**src/rtl/fifo_axis_reader_pkg.sv**
```systemverilog
// Shared types and sizing for the FIFO-to-AXIS reader.
// Skid depth covers the one-word BRAM read latency plus backpressure slack.
package fifo_axis_reader_pkg;

  localparam int SKID_DEPTH = 3;

  typedef logic [1:0]  occ_t;
  typedef logic [15:0] beat_cnt_t;

endpackage

```
**src/rtl/fifo_axis_reader_skid.sv**
```systemverilog
// Small register-array FIFO that absorbs words already requested from the BRAM FIFO.
// Head is combinational from the array; occupancy is registered.
module skid_fifo_reg
  import fifo_axis_reader_pkg::*;
#(
  parameter int B     = 16,
  parameter int DEPTH = SKID_DEPTH
) (
  input  logic         clk,
  input  logic         rst,
  input  logic         push_i,
  input  logic [B-1:0] data_i,
  input  logic         pop_i,
  output logic [B-1:0] head_o,
  output occ_t         occ_o
);

  localparam int PW = (DEPTH > 1) ? $clog2(DEPTH) : 1;
  typedef logic [PW-1:0] ptr_t;

  logic [B-1:0] mem_q [DEPTH];
  ptr_t         wr_q, wr_d;
  ptr_t         rd_q, rd_d;
  occ_t         occ_q, occ_d;

  function automatic ptr_t ptr_inc(ptr_t p);
    return (p == ptr_t'(DEPTH - 1)) ? '0 : p + ptr_t'(1);
  endfunction

  // Next pointers and occupancy; push and pop together leave occ unchanged.
  always_comb begin
    wr_d  = push_i ? ptr_inc(wr_q) : wr_q;
    rd_d  = pop_i  ? ptr_inc(rd_q) : rd_q;
    occ_d = occ_q;
    case ({push_i, pop_i})
      2'b10:   occ_d = occ_q + occ_t'(1);
      2'b01:   occ_d = occ_q - occ_t'(1);
      default: occ_d = occ_q;
    endcase
  end

  // Pointer and occupancy registers.
  always_ff @(posedge clk or posedge rst) begin
    if (rst) begin
      wr_q  <= '0;
      rd_q  <= '0;
      occ_q <= '0;
    end else begin
      wr_q  <= wr_d;
      rd_q  <= rd_d;
      occ_q <= occ_d;
    end
  end

  // Data storage needs no reset; occupancy gates its visibility.
  always_ff @(posedge clk) begin
    if (push_i) mem_q[wr_q] <= data_i;
  end

  assign head_o = mem_q[rd_q];
  assign occ_o  = occ_q;

  a_no_overflow: assert property (@(posedge clk) disable iff (rst)
    !(push_i && !pop_i && occ_q == occ_t'(DEPTH)));

  a_no_underflow: assert property (@(posedge clk) disable iff (rst)
    !(pop_i && occ_q == '0));

endmodule

```
**src/rtl/fifo_axis_reader.sv**
```systemverilog
// Drains a registered-output sync FIFO and presents it as an AXI4-Stream master.
// Reads are issued only when the skid buffer can hold every outstanding word.
module fifo_axis_reader
  import fifo_axis_reader_pkg::*;
#(
  parameter int B       = 16,
  parameter int PKT_LEN = 0
) (
  input  logic         clk,
  input  logic         rst,
  output logic         fifo_rd_en,
  input  logic [B-1:0] fifo_dout,
  input  logic         fifo_empty,
  output logic [B-1:0] m_axis_tdata,
  output logic         m_axis_tvalid,
  input  logic         m_axis_tready,
  output logic         m_axis_tlast
);

  localparam beat_cnt_t LAST_BEAT =
    (PKT_LEN > 0) ? beat_cnt_t'(PKT_LEN - 1) : '0;

  logic      inflight_q, inflight_d;
  beat_cnt_t beat_q, beat_d;
  occ_t      occ;
  logic      pop;
  logic [2:0] pending;

  assign pending    = {1'b0, occ} + {2'b00, inflight_q};
  assign fifo_rd_en = !rst && !fifo_empty &&
                      (pending < 3'(SKID_DEPTH));

  assign m_axis_tvalid = (occ != '0);
  assign pop           = m_axis_tvalid && m_axis_tready;

  skid_fifo_reg #(
    .B     (B),
    .DEPTH (SKID_DEPTH)
  ) u_skid (
    .clk    (clk),
    .rst    (rst),
    .push_i (inflight_q),
    .data_i (fifo_dout),
    .pop_i  (pop),
    .head_o (m_axis_tdata),
    .occ_o  (occ)
  );

  // Next in-flight flag and packet beat position.
  always_comb begin
    inflight_d = fifo_rd_en;
    beat_d     = beat_q;
    if (pop) begin
      beat_d = (beat_q == LAST_BEAT) ? '0 : beat_q + beat_cnt_t'(1);
    end
  end

  // In-flight flag and beat counter registers.
  always_ff @(posedge clk or posedge rst) begin
    if (rst) begin
      inflight_q <= 1'b0;
      beat_q     <= '0;
    end else begin
      inflight_q <= inflight_d;
      beat_q     <= beat_d;
    end
  end

  assign m_axis_tlast = (PKT_LEN > 0) && m_axis_tvalid &&
                        (beat_q == LAST_BEAT);

endmodule
```
**config.mk**
```make
export PLATFORM = sky130hd
export DESIGN_NAME = fifo_axis_reader
export DESIGN_NICKNAME = d
export VERILOG_FILES = /design/src/rtl/fifo_axis_reader_pkg.sv /design/src/rtl/fifo_axis_reader_skid.sv /design/src/rtl/fifo_axis_reader.sv
export SDC_FILE = /design/constraint.sdc
export NUM_CORES = 1
export LEC_CHECK = 0
export CAP_MARGIN = 10
export CORE_UTILIZATION = 40
export DETAILED_ROUTE_END_ITERATION = 6
export PLACE_DENSITY = 0.7
export SYNTH_ARGS = -nofsm -noshare
export SYNTH_HDL_FRONTEND = slang
export SYNTH_SLANG_ARGS = --single-unit
```
**constraint.sdc**
```tcl
create_clock -name clk -period 2.15 [get_ports clk]
set_input_delay 0.43 -clock clk [delete_from_list [all_inputs] [get_ports clk]]
set_output_delay 0.43 -clock clk [all_outputs]
set_load 0.1 [all_outputs]
```
Word level (Yosys, flattened, before mapping)
Memory sizes are Yosys's and may differ from the RTL's.
Cells that the tools add are included.

operators by class
  mux-type cells = 5
  eq/ne operators = 4
  magnitude comparators = 1
  div/mod/pow operators = 0
  bitwise logic cells = 0
  multiply operators = 0
  $add $sub $neg = 5
  reduce and logical (&&, ||, !) cells = 7
  shifts and indexed selects = 0

operator list
  kind                                                                           count
  2-bit by 1-bit adder with 2-bit output (second input constant)                 3
  2-bit == test (second input constant)                                          3
  2-bit two-way mux                                                              2
  2-bit case mux with 2 select lines                                             1
  2-bit nonzero test                                                             2
  2-bit by 1-bit adder with 3-bit output                                         1
  1-bit logical AND                                                              3
  3-bit by 2-bit less-than comparator with 1-bit output (second input constant)  1
  2-bit by 1-bit == test with 1-bit output (second input constant)               1
  1-bit logical NOT                                                              2
  1-bit two-way mux                                                              2
  2-bit by 1-bit subtractor with 2-bit output (second input constant)            1

storage, ports and cells
  bits in read-only memories = 0
  memory bits (writable) = 48
  latch bits = 0
  memories kept = 1
  register bits after elaboration = 7
  logic and storage cells = 27

memory list
  name          depth  bits a word  rd ports  clocked after memory_dff  wr ports  line                         text
  u_skid.mem_q  3      16           1         0                         1         fifo_axis_reader_skid.sv:21  logic [B-1:0] mem_q [DEPTH];

Depth between registers and ports, before layout
Gate-level depths: netlist of run 1.

  depth in word-level cells = 4
  depth in mapped cells = 6

By module
From an unflattened synthesis of run 1, not the netlist that was laid out.

second synthesis, totals
  cell total of the unflattened synthesis = 135
  area total of the unflattened synthesis = 2,147.1 sq um

modules (own cells, without submodules)
  module            cells an instance  area an instance (sq um)  sequential area each (sq um)  instances
  skid_fifo_reg     126                2,053.2                   1,591.5                       1
  fifo_axis_reader  9                  93.8                      25.0                          1

Least setup slack after synthesis of run 1
OpenSTA, ideal clock, no wires.

  path kind = register -> register
  from = reg u_skid.occ_q[0] (netlist: u_skid.occ_o[0])
  to = reg inflight_q
  arrival = 5.669 ns
  slack = -4.125 ns
  buffers on the path = 0
  cell stages (with the launch flop) = 4
  data required time = 1.544 ns
  path through = dfrtp_1 > ha_1 > ha_1 > a2111oi_0

on the way
  word-level cells in the longest chain between the ends = 3

RTL lines
  item                                                   line                         text
  from (decl)                                            fifo_axis_reader_skid.sv:24  occ_t occ_q, occ_d;
  from (signal assigned)                                 fifo_axis_reader_skid.sv:47  occ_q <= '0;
  from (signal assigned)                                 fifo_axis_reader_skid.sv:51  occ_q <= occ_d;
  2-bit by 1-bit adder with 3-bit output                 fifo_axis_reader.sv:29       assign pending = {1'b0, occ} + {2'b00, inflight_q};
  3-bit by 2-bit less-than comparator with 1-bit output  fifo_axis_reader.sv:31       (pending < 3'(SKID_DEPTH));
  1-bit logical AND                                      fifo_axis_reader.sv:30       assign fifo_rd_en = !rst && !fifo_empty &&
  named net fifo_rd_en                                   fifo_axis_reader.sv:11       output logic fifo_rd_en,
  to (signal assigned)                                   fifo_axis_reader.sv:64       inflight_q <= inflight_d;
  to (decl)                                              fifo_axis_reader.sv:23       logic inflight_q, inflight_d;

The timed path passes the listed nets, and every way through them passes these cells.
A chain may end at the register's enable or synchronous reset.

Worst setup path in the final report of run 1
  from = reg u_skid.occ_q[0] (netlist: u_skid.occ_o[0])
  to = out fifo_rd_en

on the way
  word-level cells in the longest chain between the ends = 3

RTL lines
  item                                                   line
  2-bit by 1-bit adder with 3-bit output                 fifo_axis_reader.sv:29
  3-bit by 2-bit less-than comparator with 1-bit output  fifo_axis_reader.sv:31
  1-bit logical AND                                      fifo_axis_reader.sv:30
  to (decl)                                              fifo_axis_reader.sv:11

No other way between the ends.

==> results of run 1 <==
area by class of cell:
class / instances / area [um^2]
Inverter: 4 / 15.0
Sequential cell: 55 / 1620
Multi-Input combinational cell: 70 / 557
Clock buffer: 5 / 68.8
Clock inverter: 3 / 38.8
Fill cell: 442 / 2160
Timing Repair Buffer: 44 / 591
Tap cell: 70 / 87.6
worst max-delay path by stage:
stage | startpoint | to | slack [ns] | depth (start not counted)
after global routing | u_skid.occ_o[0] | fifo_rd_en | -0.09 | 4
after floorplan | u_skid.rd_q[1] | m_axis_tdata[11] | -0.36 | 3
final | u_skid.occ_o[0] | fifo_rd_en | -0.02 | 4
after CTS | u_skid.occ_o[0] | fifo_rd_en | -0.03 | 4
after detailed placement | fifo_empty | fifo_rd_en | 0.25 | 3
after global placement | fifo_empty | fifo_rd_en | 0.27 | 3
cells by family after synthesis:
group | count (synthesis) | share of synthesized area [%]
xor+xnor | 3 | 1.22
flops | 55 | 75.2
buf+inv | 11 | 3.43
compound gates | 22 | 5.65
simple gates | 25 | 5.12
other cells | 1 | 0.174
mux | 16 | 7.45
fa+ha+maj | 3 | 1.75
stage by stage:
step	hold WS [ns]	TNS, ns	utilization [%]	instances
after floorplan	0.233	-1.43	-	136
after global placement	0.476	0	55.6	243
after detailed placement	0.492	0	55.6	243
after CTS	0.445	-0.0332	57.9	251
after global routing	0.470	-0.0902	57.9	251
final	0.441	-0.0210	57.9	251
Yosys cell counts (all sizes together):
master / instances
edfxtp: 48
o21ai: 18
nand2: 17
mux2i: 16
buf: 7
dfrtp: 7
inv: 4
a21o: 3
ha: 3
nor2: 3
nand2b: 2
xnor2: 2
a2111oi: 1
and3: 1
conb: 1
nor3: 1
or2: 1
xor2: 1
flip-flops by register name, indices dropped and copies added, names as in the netlist:
| name | count |
|---|---|
| u_skid.mem_q | 48 |
| u_skid.wr_q | 2 |
| u_skid.occ_o | 2 |
| u_skid.rd_q | 2 |
| inflight_q | 1 |
worst max-delay path: stages, from the launching register on:
cell and delay, ns:
dfrtp_2 0.47, ha_4 0.18, ha_4 0.21, a2111oi_4 0.36, buf_12 0.22
per-layer routing:
metal | global-route usage (%) | share of wire, % | vias up
met5 | 0 | 0 | -
met4 | 3.09 | 0.84 | 0
met3 | 3.97 | 5.8 | 5
met2 | 26.1 | 52 | 37
met1 | 16.7 | 42 | 612
li1 | - | - | 582
==> impl_metrics.py, run 1 <==
metrics = {
    "clock_network": {
        "cts-buffers-inserted": 5,
        "post_cts_resized": 2,
        "worstSkewPairLatency_ns": 0.29,
        "cts_tree": "done",
        "postCtsSetupBuffers": 0,
        "cts-hold-fix-buffers": 0,
        "clock-sinks": 55,
        "clock_path_buffers": 2,
        "path_clk_slew_ns": 0.09,
        "cts_max_level": 2,
        "clockRootBuffer": "clkbuf_8",
    },
    "min_path": {
        "worstHoldPathType": "input pin to asynchronous set/reset pin",
    },
    "grt": {
        "gr-usage-all-layers_pct": 14.2,
        "grt_overflow": 0,
        "grt_pass1_vias": 1244,
        "grt_pass1_wl_mm": 5.74,
        "grt_max_degree": 23,
        "antenna_found_initial": 0,
    },
    "yosys": {
        "synth.area.top_cells": "edfxtp_1 67%, dfrtp_1 8.1%, mux2i_1 7.5%",
        "ys_types": 22,
        "syn-cell-area_mm2": 0.00215,
        "seq_area_frac_synth_pct": 75.2,
        "synth_top_area_share_pct": 67.1,
        "syn_inst": 136,
        "ys_ff_latch": 55,
        "syn-num-nets": 159,
        "syn_area_per_cell_um2": 15.8,
        "synth_area_leader_cell": "edfxtp_1",
        "synthesis.yosys.warnings": 0,
    },
    "final_layout": {
        "nNetsFinal": 203,
        "layout_commonest_cell": "edfxtp_1",
        "layout_common_cells": "48 x edfxtp_1, 19 x clkdlybuf4s50_1, 17 x nand2_1, 17 x buf_12, 16 x mux2i_1",
        "drive_gt1_share_pct": 29.3,
        "syn_to_final_growth_pct": 38.4,
        "final_area_mm2": 0.00298,
        "diodes": 0,
    },
    "sta": {
        "finClkSkew_ns": 0.00314,
        "setup_slack_ns": -0.0210,
        "final_hold_viol_count": 0,
        "period_needed_ns": 2.17,
        "slew_violations": 0,
        "finalSetupViolCount": 1,
        "rsz0062_at_grt": "true",
        "fmax_mhz": 461,
        "post-route-period-util_pct": 101,
    },
    "route": {
        "wirelength_mm": 3.70,
        "vias_per_cell": 4.92,
        "ant_nets": 0,
        "wl_per_cell_um": 14.7,
        "drc": 0,
        "vias": 1236,
        "first_iter_violations": 44,
        "dr.pass1.iters": 4,
    },
    "worst_setup_path": {
        "r2r-end": "u_skid.occ_o[1]",
        "regToRegSetupSlack_ns": 0.50,
        "crit_path_max_fanout": 5,
        "rr_startpoint": "u_skid.occ_o[1]",
        "required_ns": 1.72,
        "cp-end-kind": "output pin",
        "reg2reg_depth": 6,
        "critical_path_class": "register to output pin",
        "crit_path_start_kind": "register",
        "cp.arrival_ns": 1.74,
    },
    "die": {
        "io-pin-count": 39,
        "die-height_um": 75.3,
        "die-area_mm2": 0.00567,
        "start_util_pct": 41.8,
        "rows": 26,
        "die_w_um": 75.3,
        "coreArea_mm2": 0.00514,
    },
    "placed_design": {
        "pre_cts_slack_ns": 0.251,
        "place_area_mm2": 0.00286,
        "port_buffers": 37,
        "finalWeightedCongestion": 0.669,
        "hpwl_mm": 2.64,
    },
    "run_status": {
        "status": "finished with violations",
        "failed_checks": "negative setup slack",
    },
    "flow_run": {
        "max-cap-violations": 0,
    },
}
Power of run 1 is not shown: default switching activity piles up to over one toggle a cycle in this logic, so the estimate is an artifact.
==> run 2: changes to the inputs <==
CORE_UTILIZATION = 45   (was 40)
PLACE_DENSITY = 0.76   (was 0.7)
==> run 2 against run 1 <==
Net effect: the run now ends clean; cell count is 5.6% lower; worst setup slack gained 0.042 ns; wire length up 0.41%; core utilization up 8.0 points; clock skew grew 0.0013 ns; worst hold slack got worse by 0.0049 ns; first-iteration DRC count grew to 2.8 times the previous value; die area shrank 11%; global-route usage grew 2.7 points; via count is the same; non-clock buffer count is 4 higher.
==> impl_metrics.py, run 2 (synthesis results as in run 1) <==
metrics = {
    "clock_network": {
        "clockRootBuffer": "clkbuf_8",
        "clock_path_buffers": 2,
        "path_clk_slew_ns": 0.09,
        "cts_max_level": 2,
        "clock-sinks": 55,
        "worstSkewPairLatency_ns": 0.30,
        "cts_tree": "done",
        "cts-buffers-inserted": 5,
        "post_cts_resized": 0,
    },
    "final_layout": {
        "diodes": 0,
        "nNetsFinal": 207,
        "final_area_mm2": 0.00295,
        "drive_gt1_share_pct": 29.7,
        "multi_input_area_um2": 542,
        "largest-register": "u_skid.mem_q",
        "syn_to_final_growth_pct": 37.1,
        "largest_register_ffs": 48,
        "layout_common_cells": "48 x edfxtp_1, 19 x clkdlybuf4s50_1, 17 x nand2_1, 17 x buf_12, 16 x mux2i_1",
        "regArea_mm2": 0.00162,
        "fillers": 318,
        "layout_commonest_cell": "edfxtp_1",
        "utilization_pct": 65.9,
    },
    "route": {
        "ant_nets": 0,
        "first_iter_violations": 123,
        "vias_per_cell": 5.22,
        "wirelength_mm": 3.71,
        "vias": 1236,
        "drc": 0,
        "dr.pass1.iters": 6,
        "wl_per_cell_um": 15.7,
    },
    "worst_setup_path": {
        "critPathTopFamily": "adder cells",
        "regToRegSetupSlack_ns": 0.48,
        "required_ns": 1.72,
        "cp.arrival_ns": 1.70,
        "critical_path_class": "register to output pin",
        "crit_path_max_fanout": 2,
        "cp-end-kind": "output pin",
        "crit_buf_inv": 1,
        "crit_slowest_cell": "dfrtp_1",
        "reg2reg_depth": 6,
        "max_stage_delay_ns": 0.40,
        "crit_chain": "ha_2 -> ha_4 -> a2111oi_4 -> buf_12",
        "rr_startpoint": "u_skid.occ_o[0]",
        "crit_path_start_kind": "register",
        "r2r-end": "u_skid.occ_o[1]",
    },
    "sta": {
        "finalSetupViolCount": 0,
        "slew_violations": 0,
        "rsz0062_at_grt": "true",
        "period_needed_ns": 2.13,
        "finClkSkew_ns": 0.00440,
        "fmax_mhz": 470,
        "final_hold_viol_count": 0,
        "post-route-period-util_pct": 99.0,
    },
    "die": {
        "die-area_mm2": 0.00506,
        "die-height_um": 71.1,
        "coreArea_mm2": 0.00447,
        "io-pin-count": 39,
        "die_w_um": 71.1,
        "rows": 24,
        "start_util_pct": 48.0,
    },
    "placed_design": {
        "hpwl_mm": 2.63,
        "place_area_mm2": 0.00284,
        "finalWeightedCongestion": 0.646,
        "port_buffers": 37,
    },
    "grt": {
        "gr-max-usage-layer": "met2",
        "antenna_found_initial": 0,
        "gr-usage-all-layers_pct": 16.9,
        "grt_pass1_wl_mm": 6.27,
        "grt_pass1_vias": 1361,
        "use_met1_pct": 18.2,
        "met3_usage_pct": 5.13,
        "grt_overflow": 0,
        "grt_max_degree": 23,
        "use_met2_pct": 30.2,
    },
    "flow_run": {
        "max-cap-violations": 0,
    },
    "min_path": {
        "worstHoldPathType": "input pin to asynchronous set/reset pin",
    },
    "run_status": {
        "status": "complete, no violations",
    },
}
## run 2: cell types whose count changed in the layout (fill, tap and decap cells not counted), moves of 2 or more
| cell | before | now |
|---|---|---|
| buf_4 | 8 | 12 |
| clkinvlp_4 | 0 | 2 |
| nor2_1 | 1 | 3 |
| nor2_2 | 2 | 0 |
## run 2: through the flow
stage	std cells	hold slack, ns	worst slack (ns)	TNS (ns)
after floorplan	136	0.233	-0.356	-1.43
after detailed placement	226	0.503	0.257	0
after global routing	237	0.460	-0.0493	-0.0493
after CTS	236	0.437	-0.0489	-0.0489
after global placement	226	0.473	0.273	0
final	237	0.436	0.0213	0
## run 2: per-layer routing
metal / wire (um) / part of all wire [%] / up-vias
met5: 0 / 0 / -
met4: 66 / 1.8 / 0
met3: 146 / 3.9 / 7
met2: 1980 / 53 / 30
met1: 1520 / 41 / 610
li1: - / - / 589
## run 2: what timing repair did
action	4_1_cts	5_1_grt
setup endpoints to repair	1	1
cloned	0	0
hold buffers	0	0
pin swaps	1	2
setup buffers	2	1
## run 2: how the worst max path moves through the flow
stage | from | end | slack (ns) | depth (start not counted)
2_1_floorplan | u_skid.rd_q[1] | m_axis_tdata[11] | -0.36 | 3
3_3_place_gp | fifo_empty | fifo_rd_en | 0.27 | 3
3_5_place_dp | fifo_empty | fifo_rd_en | 0.26 | 3
4_1_cts | inflight_q | fifo_rd_en | -0.05 | 4
5_1_grt | u_skid.occ_o[0] | fifo_rd_en | -0.05 | 4
6_report | u_skid.occ_o[0] | fifo_rd_en | 0.02 | 4
## run 2: area by class of cell
class / instances / share of cell area, %
Timing Repair Buffer: 48 / 21.1
Clock inverter: 3 / 0.679
Inverter: 4 / 0.509
Sequential cell: 55 / 54.8
Multi-Input combinational cell: 70 / 18.4
Clock buffer: 5 / 2.33
Tap cell: 52 / 2.21
Power of run 2 is left out for the same reason.
